[src/rtl/bit_capture_pkg.sv]
// bit_capture_pkg: shared defaults, level-width helper and FIFO entry type (BIT_CAPTURE_PARITY_EN adds the parity field)
package bit_capture_pkg;
   localparam int WIDTH_DEF = 8;
   localparam int DEPTH_DEF = 4;
   localparam int MAX_WIDTH = 32;

   function automatic int lvl_w(input int depth);
      return $clog2(depth) + 1;
   endfunction

   // data is sized for the widest legal word; narrower builds leave the upper bits at zero
   typedef struct packed {
      logic [MAX_WIDTH-1:0] data;
`ifdef BIT_CAPTURE_PARITY_EN
      logic                 par;
`endif
   } entry_t;
endpackage

[src/rtl/bit_capture_fifo.sv]
// bit_capture_fifo: synchronous DEPTH-entry FIFO with separate level counter; push while full succeeds only alongside a pop
module bit_capture_fifo import bit_capture_pkg::*; #(
   parameter int DEPTH = DEPTH_DEF
) (
   input  logic                     clk,
   input  logic                     rst,
   input  logic                     push_i,
   input  logic                     pop_i,
   input  entry_t                   din_i,
   output entry_t                   dout_o,
   output logic                     full_o,
   output logic                     empty_o,
   output logic [lvl_w(DEPTH)-1:0]  level_o
);
   localparam int PW = $clog2(DEPTH);
   localparam int LW = lvl_w(DEPTH);
   entry_t          mem_q [DEPTH];
   logic [PW-1:0]   wr_q, wr_d, rd_q, rd_d;
   logic [LW-1:0]   lvl_q, lvl_d;
   logic            push_ok, pop_ok;

   assign full_o  = lvl_q == LW'(DEPTH);
   assign empty_o = lvl_q == '0;
   assign level_o = lvl_q;
   assign dout_o  = mem_q[rd_q];

   // a pop frees the slot the same-cycle push needs when full
   always_comb begin
      pop_ok  = pop_i && !empty_o;
      push_ok = push_i && (!full_o || pop_ok);
      wr_d    = push_ok ? wr_q + PW'(1) : wr_q;
      rd_d    = pop_ok ? rd_q + PW'(1) : rd_q;
      lvl_d   = lvl_q + LW'(push_ok) - LW'(pop_ok);
   end

   // pointer, level and storage registers
   always_ff @(posedge clk or posedge rst) begin
      if (rst) begin
         wr_q  <= '0;
         rd_q  <= '0;
         lvl_q <= '0;
         for (int i = 0; i < DEPTH; i++) mem_q[i] <= '0;
      end else begin
         wr_q  <= wr_d;
         rd_q  <= rd_d;
         lvl_q <= lvl_d;
         if (push_ok) mem_q[wr_q] <= din_i;
      end
   end
endmodule

[src/rtl/bit_capture.sv]
// bit_capture: LSB-first serial-to-word deserializer feeding a valid/ready FIFO; BIT_CAPTURE_PARITY_EN adds word_par
module bit_capture import bit_capture_pkg::*; #(
   parameter int WIDTH = WIDTH_DEF,
   parameter int DEPTH = DEPTH_DEF
) (
   input  logic                     clk,
   input  logic                     rst,
   input  logic                     bit_in,
   input  logic                     bit_vld,
   output logic [WIDTH-1:0]         word_data,
   output logic                     word_valid,
   input  logic                     word_ready,
   output logic [lvl_w(DEPTH)-1:0]  level,
   output logic                     overflow,
`ifdef BIT_CAPTURE_PARITY_EN
   output logic                     word_par,
`endif
   input  logic                     ovf_clr
);
   localparam int CW = $clog2(WIDTH);
   logic [CW-1:0]    cnt_q, cnt_d;
   logic [WIDTH-2:0] shreg_q, shreg_d;
   logic [WIDTH-1:0] word;
   logic             ovf_q, ovf_d, done, pop, drop, full, empty, unused_hi;
   entry_t           push_e, head;

   assign word_valid = !empty;
   assign word_data  = head.data[WIDTH-1:0];
   assign overflow   = ovf_q;
   assign unused_hi  = ^head.data;
`ifdef BIT_CAPTURE_PARITY_EN
   assign word_par   = head.par;
`endif

   // the top bit is never stored: the completing bit goes straight into the pushed word
   always_comb begin
      done    = bit_vld && cnt_q == CW'(WIDTH - 1);
      pop     = word_ready && word_valid;
      drop    = done && full && !pop;
      word    = {bit_in, shreg_q};
      shreg_d = shreg_q;
      if (bit_vld && !done) shreg_d[cnt_q] = bit_in;
      cnt_d   = !bit_vld ? cnt_q : done ? '0 : cnt_q + CW'(1);
      ovf_d   = drop ? 1'b1 : ovf_clr ? 1'b0 : ovf_q;
      push_e  = '0;
      push_e.data[WIDTH-1:0] = word;
`ifdef BIT_CAPTURE_PARITY_EN
      push_e.par = ^word;
`endif
   end

   // bit counter, partial word and sticky overflow
   always_ff @(posedge clk or posedge rst) begin
      if (rst) begin
         cnt_q   <= '0;
         shreg_q <= '0;
         ovf_q   <= 1'b0;
      end else begin
         cnt_q   <= cnt_d;
         shreg_q <= shreg_d;
         ovf_q   <= ovf_d;
      end
   end

   bit_capture_fifo #(.DEPTH(DEPTH)) u_fifo (
      .clk     (clk),
      .rst     (rst),
      .push_i  (done),
      .pop_i   (pop),
      .din_i   (push_e),
      .dout_o  (head),
      .full_o  (full),
      .empty_o (empty),
      .level_o (level)
   );
endmodule
[config.mk]
export PLATFORM = sky130hd
export DESIGN_NAME = bit_capture
export DESIGN_NICKNAME = d
export VERILOG_FILES = /design/src/rtl/bit_capture_pkg.sv /design/src/rtl/bit_capture_fifo.sv /design/src/rtl/bit_capture.sv
export SDC_FILE = /design/constraint.sdc
export NUM_CORES = 1
export LEC_CHECK = 0
export CORE_ASPECT_RATIO = 0.8
export CORE_MARGIN = 3
export CORE_UTILIZATION = 48
export DETAILED_ROUTE_END_ITERATION = 8
export GPL_ROUTABILITY_DRIVEN = 0
export MAX_ROUTING_LAYER = met4
export PLACE_DENSITY = 0.74
export SETUP_SLACK_MARGIN = 0.3
export SLEW_MARGIN = 25
export SYNTH_ARGS = -nofsm -noshare
export SYNTH_HDL_FRONTEND = slang
export SYNTH_SLANG_ARGS = --single-unit
export TNS_END_PERCENT = 30
[constraint.sdc]
create_clock -name clk -period 2.25 [get_ports clk]
set_clock_uncertainty 0.15 [all_clocks]
set_input_delay 0.3375 -clock clk [delete_from_list [all_inputs] [get_ports clk]]
set_output_delay 0.3375 -clock clk [all_outputs]
set_load 0.005 [all_outputs]
==> run summary <==
fin nets = 223
worst reg2reg path depth = 9
reg2reg start = cnt_q[0]
mean post-synth cell area = 15.1 um^2
row count = 21
Pre-antenna DRT Iters = 4
Setup TNS Final = 0 ns
CTS H-Tree Depth = 2
final hold violations = 0
clock root buffer = clkbuf_8
post-synth top area cell = dfrtp_1
Die H = 67.8 um
mean routed wirelength per cell = 16.9 um
Synth cell types = 24
Area Growth Syn to Fin = 31.3%
CP Launch Point = u_fifo.rd_q[1]
Tcrit/Tclk final = 91.9%
Critical R2R Capture = u_fifo.level_o[2]
crit-path cells = clkbuf_16 -> buf_4 -> mux4_2 -> dlygate4sd2_1
Setup CP Type = reg2out
Reg clk slew, reported paths = 0.09 ns
clock tree buffer depth = 2
Syn Inst Count = 152
share of cells above drive strength 1 = 56.7%
clk_lat worst skew = 0.30 ns
post-synth top area share = 54.6%
register area share after synthesis = 54.6%
Remaining DRCs = 0
first-pass GRT wire length = 7510 um
initial drt markers = 67
vias in the first global route = 1523
clk sinks = 50
GRT Total Usage = 18.0%
Fmax = 484 MHz
Via-to-Cell Ratio = 5.27
Worst Path Required = 1.76 ns
pwr dens = 1200 mW/mm^2
largest net degree at the start of global routing = 51
I/O Pins = 19
final core utilization = 68.6%
RSZ-0062 raised after global routing = yes
Slew headroom = 77.6%
Die ar. = 0.00565 mm^2
Max Slew Vio Count = 0
syn_nets = 166
DRT Wirelength = 4510 um
Congestion Overflow GR = 0
Crit-path slowest cell = dfrtp_2
max-cap violations = 0
Peak VDD IR = 0.672 mV
Core Region = 0.00439 mm^2
Post-Synthesis Cell Area = 0.00229 mm^2
Crit. End Element = primary output
diode count = 0
Worst Setup EP = word_data[0]
endpoints failing setup = 0
critical path peak fanout = 3
Buffers on Ports = 18
Worst Path Arrival = 1.58 ns
initial antenna violation count = 0
CTS tree = built
outcome = complete, no violations
measured slew at the worst slew-check pin = 0.336 ns
Synthesis Warnings = 0
Worst setup SP type = flop
post-layout minimum cycle time = 2.07 ns
die width = 83.3 um
Routed Antenna Nets = 0
post-synthesis register bit count = 50
critical path's largest stage delay = 0.45 ns
r2r setup slk = 0.27 ns
placed wire-length estimate = 3080 um
DR vias = 1408
leakage power = 0.00143 uW
CTS Buf Count = 5
HP Class = in2async
synth top area cells = dfrtp_1 55%, mux2_2 19%, mux4_2 7.9%
Starting Density = 52.3%
-- Yosys cell counts, drive strengths merged --
cell    count
xnor2       5
nand3b      3
mux2i       1
fa          1
buf         3
ha          7
or3         1
dfrtp      50
inv         9
nor4b       1
nor3b       5
nor2        2
a21o        1
nand2       2
nand3       6
clkbuf      1
o21ai       3
mux4        8
nor3        3
mux2       40
-- sequential cells by signal, summed over array words and instances, names as in the netlist --
| name | flops |
|---|---|
| cnt_q | 3 |
| overflow | 1 |
| shreg_q | 7 |
| u_fifo.level_o | 3 |
| u_fifo.mem_q | 32 |
| u_fifo.rd_q | 2 |
| u_fifo.wr_q | 2 |
-- logic make-up (layout without fill, tap and decap cells) --
family / count (synthesis) / after routing / share of synthesized area, %
AO/OA/AOI/OAI: 4 / 4 / 0.982
XOR/XNOR: 5 / 5 / 1.91
adder cells (fa/ha/maj): 8 / 8 / 4.69
buffers and inverters: 13 / 71 / 2.40
flip-flops: 50 / 50 / 54.6
multiplexers: 49 / 49 / 27.9
AND/OR/NAND/NOR: 23 / 23 / 7.53
-- cells in the final DEF (no fill, tap or decap), drive strengths merged --
| cell | n |
|---|---|
| clkbuf | 9 |
| nor4b | 1 |
| nor3b | 5 |
| mux2 | 40 |
| nand3b | 3 |
| buf | 41 |
| clkinv | 1 |
| mux2i | 1 |
| dfrtp | 50 |
| or3 | 1 |
| nand3 | 6 |
| a21o | 1 |
| nand2 | 2 |
| inv | 9 |
| nor3 | 3 |
| clkdlybuf4s50 | 8 |
| ha | 7 |
| dlymetal6s2s | 1 |
| mux4 | 8 |
| dlygate4sd2 | 2 |
| o21ai | 3 |
| xnor2 | 5 |
| nor2 | 2 |
| fa | 1 |
-- report_power, final --
part           leakage, uW  total (uW)  internal, uW  switching [uW]
sequential        0.000649        1510          1250             262
clock            0.0000544         570           282             289
combinational     0.000729        1520           969             555
total              0.00143        3600          2500            1110
-- worst max-delay path: cells and delay by family (launching register included) --
family,cells,cell delay [ns]
flops,1,0.45
mux,1,0.27
buf+inv,3,0.55
-- area by class of cell --
| cell class | instances | area (um^2) |
|---|---|---|
| repair buffers | 54 | 473 |
| clock buffers | 7 | 96.3 |
| clock inverters | 1 | 8.76 |
| fillers | 297 | 1380 |
| well taps | 57 | 71.3 |
| inverters | 9 | 33.8 |
| flip-flops and latches | 50 | 1260 |
| multi-input cells | 89 | 1070 |
-- stage by stage --
step                worst slack, ns  instance area, um^2  instances  hold slack (ns)  total power, uW
global route                  0.139                 3010        267            0.273             3840
floorplan                     0.240                 2320        152            0.284             2240
detailed placement          -0.0223                 2720        242            0.343             2780
CTS                           0.131                 2940        264            0.249             3550
global placement             0.0508                 2720        242            0.333             2710
finish                        0.183                 3010        267            0.237             3600
-- how the worst min path moves through the flow --
stage / from / end / slack, ns
3_3_place_gp: u_fifo.mem_q[70] / u_fifo.mem_q[70] / 0.33
6_report: rst / u_fifo.mem_q[35] / 0.24
4_1_cts: rst / u_fifo.mem_q[35] / 0.25
2_1_floorplan: ovf_clr / overflow / 0.28
5_1_grt: rst / u_fifo.mem_q[35] / 0.27
3_5_place_dp: u_fifo.mem_q[102] / u_fifo.mem_q[102] / 0.34
-- what timing repair did --
item / 4_1_cts / 5_1_grt
cloned: 1 / 0
hold endpoints to repair: 0 / 0
buffers inserted: 13 / 3
pin swaps: 1 / 4
gates resized for setup: 35 / 17
setup endpoints to repair: 43 / 48
hold buffers: 0 / 0
-- routing by layer --
layer / vias up / global-route usage [%] / wire length (um)
met3: 4 / 3.73 / 133
met1: 725 / 23.0 / 2130
met2: 19 / 30.0 / 2200
li1: 660 / - / -
met5: - / - / 0
met4: 0 / 4.90 / 43
(Power assumes the default switching activity.)
